$ cat src/rtl/spi_sram_bridge.sv
// spi_sram_bridge: serves single-byte core read/write requests from a 23LC-style SPI SRAM
// using one mode-0 frame {opcode, address, data} per request.
module spi_sram_bridge #(
    parameter int         ADDR_W    = 16,
    parameter int         DIV       = 1,
    parameter logic [7:0] CMD_READ  = 8'h03,
    parameter logic [7:0] CMD_WRITE = 8'h02
) (
    input  logic              clk,
    input  logic              nreset,
    input  logic              req_valid,
    input  logic              req_write,
    input  logic [ADDR_W-1:0] req_addr,
    input  logic [7:0]        req_wdata,
    output logic              req_ready,
    output logic              busy,
    output logic              rsp_valid,
    output logic [7:0]        rsp_data,
    output logic              spi_cs_n,
    output logic              spi_sclk,
    output logic              spi_mosi,
    input  logic              spi_miso
);
    localparam int N  = 16 + ADDR_W;
    localparam int BW = $clog2(N);
    localparam int DW = DIV > 1 ? $clog2(DIV) : 1;
    localparam logic [BW-1:0] BIT_LAST = BW'(N - 1);
    localparam logic [BW-1:0] RD_FIRST = BW'(N - 8);
    localparam logic [DW-1:0] DIV_LAST = DW'(DIV - 1);

    typedef enum logic [1:0] {IDLE, SHIFT, DONE} state_t;

    state_t          state_q, state_d;
    logic [N-1:0]    frame_q, frame_d;
    logic [BW-1:0]   bit_q, bit_d;
    logic [DW-1:0]   div_q, div_d;
    logic            phase_q, phase_d;
    logic            write_q, write_d;
    logic [7:0]      rd_q, rd_d;
    logic [7:0]      rsp_q, rsp_d;
    logic            half_end, bit_end;

    assign half_end = div_q == DIV_LAST;
    assign bit_end  = phase_q && half_end;

    always_ff @(posedge clk) begin
        if (!nreset) begin
            state_q <= IDLE;
            frame_q <= '0;
            bit_q   <= '0;
            div_q   <= '0;
            phase_q <= 1'b0;
            write_q <= 1'b0;
            rd_q    <= '0;
            rsp_q   <= '0;
        end else begin
            state_q <= state_d;
            frame_q <= frame_d;
            bit_q   <= bit_d;
            div_q   <= div_d;
            phase_q <= phase_d;
            write_q <= write_d;
            rd_q    <= rd_d;
            rsp_q   <= rsp_d;
        end
    end

    always_comb begin
        state_d = state_q;
        frame_d = frame_q;
        bit_d   = bit_q;
        div_d   = div_q;
        phase_d = phase_q;
        write_d = write_q;
        rd_d    = rd_q;
        rsp_d   = rsp_q;
        unique case (state_q)
            IDLE: begin
                bit_d   = '0;
                div_d   = '0;
                phase_d = 1'b0;
                if (req_valid) begin
                    state_d = SHIFT;
                    write_d = req_write;
                    frame_d = {req_write ? CMD_WRITE : CMD_READ, req_addr, req_write ? req_wdata : 8'h00};
                end
            end
            SHIFT: begin
                div_d   = half_end ? '0 : div_q + 1'b1;
                phase_d = phase_q ^ half_end;
                // MISO is taken on the sclk rising edge, and only during the data byte
                if (phase_q && div_q == '0 && bit_q >= RD_FIRST)
                    rd_d = {rd_q[6:0], spi_miso};
                if (bit_end) begin
                    frame_d = frame_q << 1;
                    if (bit_q == BIT_LAST) begin
                        state_d = DONE;
                        rsp_d   = write_q ? rsp_q : rd_d;
                    end else begin
                        bit_d = bit_q + 1'b1;
                    end
                end
            end
            DONE:    state_d = IDLE;
            default: state_d = IDLE;
        endcase
    end

    assign req_ready = state_q == IDLE;
    assign busy      = ~req_ready;
    assign rsp_valid = state_q == DONE;
    assign rsp_data  = rsp_q;
    assign spi_cs_n  = state_q != SHIFT;
    assign spi_sclk  = state_q == SHIFT && phase_q;
    assign spi_mosi  = state_q == SHIFT && frame_q[N-1];
endmodule
$ cat config.mk
export PLATFORM = sky130hd
export DESIGN_NAME = spi_sram_bridge
export DESIGN_NICKNAME = d
export VERILOG_FILES = /design/src/rtl/spi_sram_bridge.sv
export SDC_FILE = /design/constraint.sdc
export NUM_CORES = 1
export LEC_CHECK = 0
export CAP_MARGIN = 15
export CORE_ASPECT_RATIO = 1.2
export CORE_MARGIN = 5
export CORE_UTILIZATION = 52
export DETAILED_ROUTE_END_ITERATION = 12
export PLACE_DENSITY_LB_ADDON = 0.25
export SYNTH_ARGS = -nofsm -noshare
export SYNTH_HDL_FRONTEND = slang
export SYNTH_SLANG_ARGS = --single-unit
$ cat constraint.sdc
create_clock -name clk -period 1.8 [get_ports clk]
set_input_delay 0.45 -clock clk [delete_from_list [all_inputs] [get_ports clk]]
set_output_delay 0.45 -clock clk [all_outputs]
set_load 0.01 [all_outputs]
==> results.toml, run 1 <==
[status]
outcome = "finished clean"

[clocking]
cts_max_level = 3
insertion_delay_ns = 0.33
cts_sinks = 57
cts_max_path_buffers = 2
cts_tree = "built"
path_clk_slew_ns = 0.06
cts_buffers = 9
ctsRootBufferMaster = "clkbuf_8"
cts_hold_buffers = 0

[power]
p_int_mw = 2.34
p_comb_share_pct = 11.1
seq_power_share_pct = 44.2
vdd_drop_max_mv = 0.732
p_leak_nw = 1.25
swShare_pct = 23.5
switching_power_mw = 0.719
powerDensity_nw_per_um2 = 956
finalPower_mw = 3.06
clockPowerShare_pct = 44.6

[die]
die_w_um = 72.2
start_util_pct = 52.9
die_y_um = 84.6
ios = 43
die_area_um2 = 6110
core_area_um2 = 4560
rows = 27

[global_routing]
grt-ovfl-total = 0
grt_max_degree = 42
grt_pass1_wl_um = 9120
grt_pass1_vias = 2078
gr-usage-all-layers_pct = 18.8
antenna_found_initial = 0

[placed_design]
portBuffers = 42
place_hpwl_um = 3600
placed_area_um2 = 2950
place_ws_ns = -0.0954
place_inst = 388
place_congestion = 0.756

[worst_setup_path]
crit_path_max_fanout = 5
required_ns = 2.02
cp_data_arrival_time_ns = 1.92
cp-start-kind = "flip-flop"
cp-end-kind = "flip-flop"
worstSetupPathType = "reg2reg"

[synthesis]
synth_fp_nets = 326
synth_edf_count = 0
synth_area_leaders = "dfxtp_1, nand2_1, a311oi_1"
synth_ff_type = "dfxtp_1"
postSynthAreaPerCell_um2 = 8.18
synth-async-reset-ratio_pct = 0
ys_warn_count = 0
netlist_area_um2 = 2410
synth_common_cells = "nand2_1, dfxtp_1, nor2_1, a21oi_1, a311oi_1"
synth_cells = 295
synth.largest_area_cell = "dfxtp_1"
ys_seq_area_share_pct = 47.3
yosysMostFrequentCell = "nand2_1"
ys_ff_latch = 57
synth.distinct_cells = 32
synth_top_area_share_pct = 47.3

[finish]
num-nets-final = 373
diodes = 0
layout-drive-gt1-share_pct = 12.7
finalCoreUtilization_pct = 70.1
fin_area_um2 = 3200
final_cells = 405
area_delta_synth_final_pct = 32.6

[timing]
setup_tns_ns = 0
hold_slack_ns = 0.453
layout_min_cycle_time_ns = 1.70
fin_worst_skew_ns = 0.00750
tightest_slew_ns = 0.457
max-slew-margin-rel_pct = 69.4
maxSlewViolCount = 0
final.period_utilization_pct = 94.3
max_freq_mhz = 589
setup_viol = 0
hold_viol = 0
setup_ws_ns = 0.102

[route]
viasPerCell = 5.39
dr.first_iter.drc_count = 110
post_drt_wl_per_cell_um = 13.0
drt-total-wl_um = 5270
ant_nets = 0
dr_total_vias = 2184
detail_route.first_pass.iterations = 4
route.detailed.drc = 0

[worst_hold_path]
hold_path.class = "reg2reg"

[flow_run]
maxCapViolations = 0
-- timing repair --
action	in CTS	in global routing
gates resized for setup	11	5
pin swaps	0	1
setup endpoints to repair	6	5
buffers inserted	1	0
-- state kept, by name, summed over array words and instances (netlist names) --
name and count:
frame_q 32, rsp_data 8, bit_q 5, state_q 2
rd_q 8, phase_q 1, write_q 1
-- routing by layer --
layer	track usage (%)	wire [um]	share of wire, %
met5	0	0	0
met4	8.21	99	1.9
met3	5.39	303	5.8
met2	31.3	2550	48
met1	22.0	2320	44
-- final timing paths --
kind / from / to / slack (ns) / cells after the start
worst max-delay path: bit_q[1]$_SDFFE_PN0P_ / bit_q[1]$_SDFFE_PN0P_ / 0.10 / 7
worst min-delay path: frame_q[31]$_SDFFE_PN0P_ / frame_q[31]$_SDFFE_PN0P_ / 0.45 / 2
worst max register to register: bit_q[1]$_SDFFE_PN0P_ / bit_q[1]$_SDFFE_PN0P_ / 0.10 / 7
worst min register to register: frame_q[31]$_SDFFE_PN0P_ / frame_q[31]$_SDFFE_PN0P_ / 0.45 / 2
-- power by group through the flow --
stage,combinational (mW),clock [mW],sequential [mW]
3_3_place_gp,0.333,0,1.38
5_1_grt,0.382,1.46,1.36
3_5_place_dp,0.340,0,1.38
2_1_floorplan,0.205,0,1.37
4_1_cts,0.341,1.38,1.35
6_report,0.340,1.36,1.35
-- logic make-up (layout without fill, tap and decap cells) --
group                      Yosys count  in the layout  share of synthesized area, %
buffers and inverters               26             78                          5.50
DFF                                 57             57                          47.3
adders and majority gates            2              2                          1.04
and+or+nand+nor                    132            132                          23.0
AOI/OAI and AO/OA                   69             69                          19.4
muxes                                9              9                          3.73
-- final cells by class --
| cell class | instances | area, um^2 |
|---|---|---|
| sequential | 57 | 1150 |
| clock inverter | 4 | 75.1 |
| inverter | 3 | 13.8 |
| fill | 382 | 1360 |
| multi-input combinational | 212 | 1160 |
| clock buffer | 12 | 155 |
| timing repair buffer | 59 | 574 |
| tap | 58 | 72.6 |
-- layout by cell type (no fill, tap or decap), drive strengths merged, types with 5 or more instances in the layout --
cell	n
buf	17
clkdlybuf4s50	36
mux2i	9
clkbuf	13
o21ai	9
nand3	15
nor2	34
nor3	6
nand2	68
dfxtp	57
dlygate4sd2	5
a21oi	29
a311oi	23
-- critical path, cell delays in order, from the launching register on --
cell      delay, ns
dfxtp_2        0.34
ha_1           0.20
and3_1         0.20
ha_1           0.19
nand2b_1       0.18
a21o_1         0.23
a22oi_2        0.19
nor2_1         0.05
No activity file was read; power rests on OpenSTA's default activity.
==> run 2: changes to the inputs <==
--- a/config.mk
+++ b/config.mk
@@ -8,7 +8,7 @@
 export CAP_MARGIN = 15
 export CORE_ASPECT_RATIO = 1.2
 export CORE_MARGIN = 5
-export CORE_UTILIZATION = 52
+export CORE_UTILIZATION = 40
 export DETAILED_ROUTE_END_ITERATION = 12
 export PLACE_DENSITY_LB_ADDON = 0.25
 export SYNTH_ARGS = -nofsm -noshare
==> run 2 against run 1 <==
Net effect: via count is 1.2% lower; worst setup slack got worse by 0.033 ns; register-to-register slack improved by 0.02 ns; routed wire length up 2.4%; sequential share of layout area shrank 0.32 points; critical path depth fell by 3; maximum frequency down 1.9%; final cell count is 5.9% higher; die area up 26%; clock skew fell by 0.0012 ns; cell area increased by 0.78%; largest cell class unchanged; largest power group is now registers; highest routed layer unchanged.
==> results.toml, run 2 (synthesis results as in run 1) <==
[timing]
final.period_utilization_pct = 96.1
hold_viol = 0
max_freq_mhz = 578
tightest_slew_ns = 0.371
maxSlewViolCount = 0
layout_min_cycle_time_ns = 1.73
max-slew-margin-rel_pct = 75.2
fin_worst_skew_ns = 0.00633
grt_setup_unrepaired = "no"
setup_viol = 0

[placed_design]
placed_area_um2 = 2980
place_congestion = 0.714
place_hpwl_um = 3610
portBuffers = 42

[die]
die_w_um = 80.9
rows = 31
core_area_um2 = 5930
die_y_um = 95.1
start_util_pct = 40.6
die_area_um2 = 7690
ios = 43

[route]
viasPerCell = 5.03
detail_route.first_pass.iterations = 5
drt-total-wl_um = 5400
dr.first_iter.drc_count = 115
post_drt_wl_per_cell_um = 12.6
ant_nets = 0
dr_total_vias = 2158
route.detailed.drc = 0

[worst_setup_path]
cp-end-kind = "output pin"
critPathLaunch = "state_q[0]$_SDFFE_PN0P_"
critPathTopFamily = "buffers and inverters"
slowest_stage = "dfxtp_2"
path_buf_inv = 3
critical_path_depth = 4
r2r-start = "bit_q[1]$_SDFFE_PN0P_"
worstSetupPathType = "reg2out"
required_ns = 1.35
rr_worst_depth = 7
cp_cell_sequence = "nor2b_4, buf_6, inv_4, dlygate4sd2_1"
crit_path_max_incr_delay_ns = 0.32
cp-start-kind = "flip-flop"
cp_data_arrival_time_ns = 1.28
crit_path_max_fanout = 6

[flow_run]
maxCapViolations = 0

[clocking]
cts_buffers = 9
cts_sinks = 57
ctsRootBufferMaster = "clkbuf_8"
cts_tree = "built"
insertion_delay_ns = 0.33
cts_hold_buffers = 0
cts_max_level = 3
cts_max_path_buffers = 2
path_clk_slew_ns = 0.06

[finish]
finalCoreUtilization_pct = 54.3
fill_cells = 583
diodes = 0
fin_area_um2 = 3220
final_common_cell = "nand2_1"
regMostFlops = "frame_q"
area_delta_synth_final_pct = 33.6
num-nets-final = 374
layout-drive-gt1-share_pct = 13.3
largest_reg_flops = 32
mostFrequentLayoutCells = "nand2_1, dfxtp_1, clkdlybuf4s50_1"

[worst_hold_path]
hold_start = "frame_q[31]$_SDFFE_PN0P_"
hold_path.class = "reg2reg"
whs_path_depth = 2

[status]
outcome = "finished clean"

[power]
switching_power_mw = 0.684
vdd_drop_max_mv = 0.516
seq_power_share_pct = 45.8
clockPowerShare_pct = 42.5
swShare_pct = 23.2
p_int_mw = 2.27
powerDensity_nw_per_um2 = 916
p_leak_nw = 1.26
p_comb_share_pct = 11.6

[global_routing]
antenna_found_initial = 0
grt-ovfl-total = 0
gr-usage-all-layers_pct = 15.4
grt_pass1_wl_um = 9250
grt_max_degree = 56
grt_pass1_vias = 2088
run 2: per-layer routing:
layer / up-vias / wire length [um] / part of all wire, % / track usage [%]
li1: 1126 / - / - / -
met1: 974 / 2490 / 46 / 19.2
met2: 47 / 2500 / 46 / 24.4
met3: 11 / 270 / 5.0 / 3.50
met4: 0 / 135 / 2.5 / 8.87
met5: - / 0 / 0 / 0
run 2: worst paths after layout:
check | endpoint | slack, ns
min | frame_q[31]$_SDFFE_PN0P_ | 0.44
max | spi_cs_n | 0.07
max reg2reg | bit_q[4]$_SDFFE_PN0P_ | 0.12
min reg2reg | frame_q[31]$_SDFFE_PN0P_ | 0.44
run 2: timing repair:
action                                  4_1_cts  5_1_grt
pin swaps                                     0        1
setup buffers                                 0        1
endpoints found under the hold margin         0        0
gates resized for setup                      11        4
endpoints found under the setup margin        6        6
run 2: area by class of cell:
type	count	area, um^2	area share, %
clock buffers	13	179	5.55
clock inverters	2	35.0	1.09
inverters	3	13.8	0.427
multi-input cells	212	1160	35.9
flip-flops and latches	57	1140	35.5
well taps	82	103	3.18
repair buffers	60	589	18.3
run 2: power by group through the flow:
stage                     clock network (mW)  registers, mW  logic [mW]
after floorplan                            0           1.37       0.205
after global placement                     0           1.38       0.337
after detailed placement                   0           1.38       0.341
after CTS                               1.29           1.35       0.343
after global routing                    1.34           1.36       0.383
final                                   1.26           1.35       0.343
run 2: worst min-delay path, stage by stage, from the launching register on:
cell and delay, ns:
dfxtp_1 0.30, nand2_1 0.05, a21oi_1 0.05
run 2: metrics by stage:
step	hold slack [ns]	setup TNS, ns	total power, mW	cells	worst slack, ns
global placement	0.435	-1.61	1.72	413	-0.0783
global route	0.478	0	3.08	429	0.0136
CTS	0.448	0	2.99	428	0.00535
floorplan	0.427	0	1.58	295	0.174
detailed placement	0.439	-1.74	1.72	413	-0.0957
finish	0.445	0	2.95	429	0.0695
==> run 3: changes to the inputs <==
==> constraint.sdc (replaced) <==
create_clock -name clk -period 1.8 [get_ports clk]
set_input_delay 0.27 -clock clk [delete_from_list [all_inputs] [get_ports clk]]
set_output_delay 0.27 -clock clk [all_outputs]
set_load 0.01 [all_outputs]
==> run 3 against run 2 <==
Net effect: global-route usage down 0.15 points; critical path depth up 1; power down 1.8%; largest power group unchanged.
==> results.toml, run 3 (synthesis results as in run 1) <==
[status]
outcome = "finished clean"

[placed_design]
place_inst = 407
place_ws_ns = 0.0281
place_hpwl_um = 3550
place_congestion = 0.810
portBuffers = 42

[finish]
fill_cells = 570
final_cells = 427
final_common_cell = "nand2_1"
mostFrequentLayoutCells = "nand2_1, dfxtp_1, clkdlybuf4s50_1"
largest_reg_flops = 32
register_area_um2 = 1140
num-nets-final = 371
layout-drive-gt1-share_pct = 11.9
multi_input_area_um2 = 1150
area_delta_synth_final_pct = 31.8
regMostFlops = "frame_q"
diodes = 0

[worst_setup_path]
r2r-start = "bit_q[0]$_SDFFE_PN0P_"
rr_worst_depth = 7
cp_data_arrival_time_ns = 1.47
crit_path_max_fanout = 11
critPathLaunch = "state_q[0]$_SDFFE_PN0P_"
cp-start-kind = "flip-flop"
worstSetupPathType = "reg2out"
cp-end-kind = "output pin"
reg2reg_slack_ns = 0.15
timing.rr.end = "bit_q[1]$_SDFFE_PN0P_"
required_ns = 1.53

[clocking]
insertion_delay_ns = 0.33
ctsRootBufferMaster = "clkbuf_8"
cts_max_level = 3
cts_max_path_buffers = 2
cts_tree = "built"
cts_buffers = 9
path_clk_slew_ns = 0.07
cts_sinks = 57

[timing]
fin_worst_skew_ns = 0.00720
setup_tns_ns = 0
max-slew-margin-rel_pct = 64.2
tightest_slew_ns = 0.535
setup_viol = 0
hold_slack_ns = 0.446
final.period_utilization_pct = 96.6
max_freq_mhz = 575
layout_min_cycle_time_ns = 1.74
maxSlewViolCount = 0
hold_viol = 0
setup_ws_ns = 0.0611

[route]
drt-total-wl_um = 5530
post_drt_wl_per_cell_um = 12.9
dr_total_vias = 2169
detail_route.first_pass.iterations = 5
dr.first_iter.drc_count = 168
ant_nets = 0
route.detailed.drc = 0
viasPerCell = 5.08

[die]
die_area_um2 = 7690
start_util_pct = 40.6
ios = 43
core_area_um2 = 5930
rows = 31
die_w_um = 80.9
die_y_um = 95.1

[power]
finalPower_mw = 2.90
switching_power_mw = 0.746
clockPowerShare_pct = 41.9
powerDensity_nw_per_um2 = 911
p_comb_share_pct = 11.4
vdd_drop_max_mv = 0.545
seq_power_share_pct = 46.7
swShare_pct = 25.7
p_leak_nw = 1.23
p_int_mw = 2.15

[global_routing]
grt-ovfl-total = 0
antenna_found_initial = 0
gr-usage-all-layers_pct = 15.3
grt_max_degree = 56
grt_pass1_vias = 2012
grt_pass1_wl_um = 9180

[worst_hold_path]
min_to = "frame_q[31]$_SDFFE_PN0P_"
hold_path.class = "reg2reg"
whs_path_depth = 2
hold_start = "frame_q[31]$_SDFFE_PN0P_"

[flow_run]
maxCapViolations = 0
-- run 3: power by group through the flow --
stage | combinational [mW] | clock, mW | sequential [mW]
6_report | 0.331 | 1.21 | 1.35
3_3_place_gp | 0.327 | 0 | 1.38
4_1_cts | 0.335 | 1.24 | 1.35
5_1_grt | 0.366 | 1.29 | 1.36
2_1_floorplan | 0.205 | 0 | 1.37
3_5_place_dp | 0.332 | 0 | 1.38
-- run 3: metrics by stage --
stage / util [%] / instance area [um^2]
6_report: 53.6 / 3180
5_1_grt: 53.6 / 3180
4_1_cts: 53.1 / 3150
3_5_place_dp: 49.5 / 2940
3_3_place_gp: 49.5 / 2940
2_1_floorplan: - / 2410
-- run 3: critical path, cell delays in order, from the launching register on --
cell and delay, ns:
dfxtp_1 0.33, nor2b_4 0.18, buf_4 0.14, buf_4 0.13, inv_4 0.07, dlygate4sd2_1 0.28
-- run 3: what timing repair did --
item / CTS / global route
buffers inserted: 1 / 3
hold buffers: 0 / 0
pin swaps: 0 / 2
cloned: 0 / 0
gates resized for setup: 9 / 2
setup endpoints to repair: 6 / 6
hold endpoints to repair: 0 / 0
-- run 3: routing by layer --
layer  up-vias  part of all wire (%)  global-route usage, %
met4         0                   1.4                   7.61
li1       1115                     -                      -
met2        53                    46                   24.2
met3         9                   5.5                   3.40
met1       992                    47                   19.5
met5         -                     0                      0
-- run 3: layout make-up --
| class | instances | share of cell area [%] |
|---|---|---|
| tap | 82 | 3.23 |
| timing repair buffer | 57 | 17.7 |
| clock inverter | 6 | 2.13 |
| clock buffer | 10 | 4.33 |
| multi-input combinational | 212 | 36.2 |
| inverter | 3 | 0.433 |
| sequential | 57 | 36.0 |
-- run 3: worst max path at each step --
| stage | endpoint | slack (ns) | cells past startpoint |
|---|---|---|---|
| floorplan | bit_q[3]$_SDFFE_PN0P_ | 0.17 | 7 |
| global placement | frame_q[9]$_SDFFE_PN0P_ | 0.08 | 6 |
| detailed placement | frame_q[22]$_SDFFE_PN0P_ | 0.03 | 6 |
| CTS | spi_cs_n | 0.02 | 5 |
| global route | rsp_data[4]$_SDFFE_PN0P_ | -0.01 | 8 |
| finish | spi_cs_n | 0.06 | 5 |
==> RTL edit: new RTL, settings of run 1 <==
Re-encode `state_t` (3 states) as one-hot, 3 bits wide.
--- a/src/rtl/spi_sram_bridge.sv
+++ b/src/rtl/spi_sram_bridge.sv
@@ -30,3 +30,3 @@
 
-    typedef enum logic [1:0] {IDLE, SHIFT, DONE} state_t;
+    typedef enum logic [2:0] {IDLE = 3'b001, SHIFT = 3'b010, DONE = 3'b100} state_t;
 
Check against the original RTL: same outputs for any inputs over 10 cycles, from zero or initial values and one cycle with nreset low; not proved beyond that.
==> RTL edit against run 1 <==
Via count up 17%; routed wire length up 24%; clock skew down 0.0030 ns; total power down 4.6%; final area up 6.8%; setup slack worse by 0.051 ns; sequential cell count up 1; area after synthesis up 7.0%; global-route usage up 3.0 points; first-iteration DRC count up 58%; largest cell class unchanged.
==> RTL edit: results <==
[grt]
global_route.usage.met3 = 0.04850
first_pass_grt_wire_length_mm = 10.94
number_of_global_route_vias_before_repair = 2377
grt_use_met2 = 0.3548
global_route.usage.total = 0.2173
largest_net_degree_at_the_start_of_global_routing = 49

[drt]
vias = 2554
detailroute.wirelength.met3_um = 409
avgRoutedWirePerCell_um = 15.43
routed_wirelength_mm = 6.556
first_iter_violations = 174
routed-wl-met2_mm = 3.184

[power_and_ir_drop]
power_per_cell_area_mw_per_mm2 = 853.7
power.leakage_nw = 1.223
worst_ir_drop_vdd_uv = 589.5

[worst_setup_path]
startpoint = state_q[2]
cp_data_arrival_time_ns = 1.30
reg2reg_to = bit_q[3]
regToRegStartpoint = bit_q[0]
cp_slowest_cell = dfxtp_4
worstSetupEndpoint = rsp_valid
crit_path_max_incr_delay_ns = 0.39
worst_path_dominant_cell_family = buffers and inverters
worstRegToRegCells = 5
cp_max_fo = 6

[synthesis]
yosys.area_share.adder = 0.009699
dominantRegCellSynth = dfxtp_1
synth_cell_types = 41
synth.avg_cell_area_um2 = 8.269
synth_compound_area_frac = 0.2236
synth.cells.most_frequent = nand2_1 (60), dfxtp_1 (58), a311oi_1 (31)
synth_async_sr_flop_share = 0
synth_fp_nets = 343
synth_mux_area_frac = 0.004365
synth.yosys.seq_area_share = 0.4500
ys_top_cells_by_area = dfxtp_1 (45%), a311oi_1 (11%), nand2_1 (8.7%)

[final_layout]
layout.comb_gates.multi_input = 218
num-fill-cells = 373
inv_count = 5
nets = 391
postLayoutCoreUtil = 0.7012
drive_above_1_share = 0.1562
final.signal_buffer_count = 68
layout.clock_buffers = 14
clkCellAreaFrac = 0.05790
sequential_area_mm2 = 0.001167
seq_cell_count = 58
layout.nonclk_buf_frac = 0.1850

[placement]
dp.final_hpwl_mm = 4.156
gp_weighted_congestion = 0.8455
dpl_cell_area_mm2 = 0.003147

[timing]
timing.final.crit_period_ns = 1.749
tightestPinTransition_ns = 0.5921

[run_status]
status = finished clean
[RTL edit: cell types whose count changed in the layout (fill, tap and decap cells not counted), moves of 9 or more]
cell     delta
nand3_1    +10
mux2i_1     -9
nor3_1     +19
nor2_1     -27
[RTL edit: how the worst min path moves through the flow]
stage / slack (ns) / from / end / cells past startpoint
floorplan: 0.44 / frame_q[31] / frame_q[31] / 2
global placement: 0.45 / frame_q[26] / frame_q[26] / 2
detailed placement: 0.46 / frame_q[31] / frame_q[31] / 2
CTS: 0.47 / frame_q[29] / frame_q[29] / 2
global route: 0.49 / frame_q[31] / frame_q[31] / 2
finish: 0.46 / frame_q[30] / frame_q[30] / 2
[RTL edit: power breakdown]
part | internal [mW] | leakage (nW) | switching (mW) | total [mW]
clock | 0.714 | 0.101 | 0.498 | 1.21
combinational | 0.166 | 0.649 | 0.160 | 0.326
sequential | 1.34 | 0.474 | 0.0340 | 1.38
total | 2.22 | 1.22 | 0.692 | 2.91
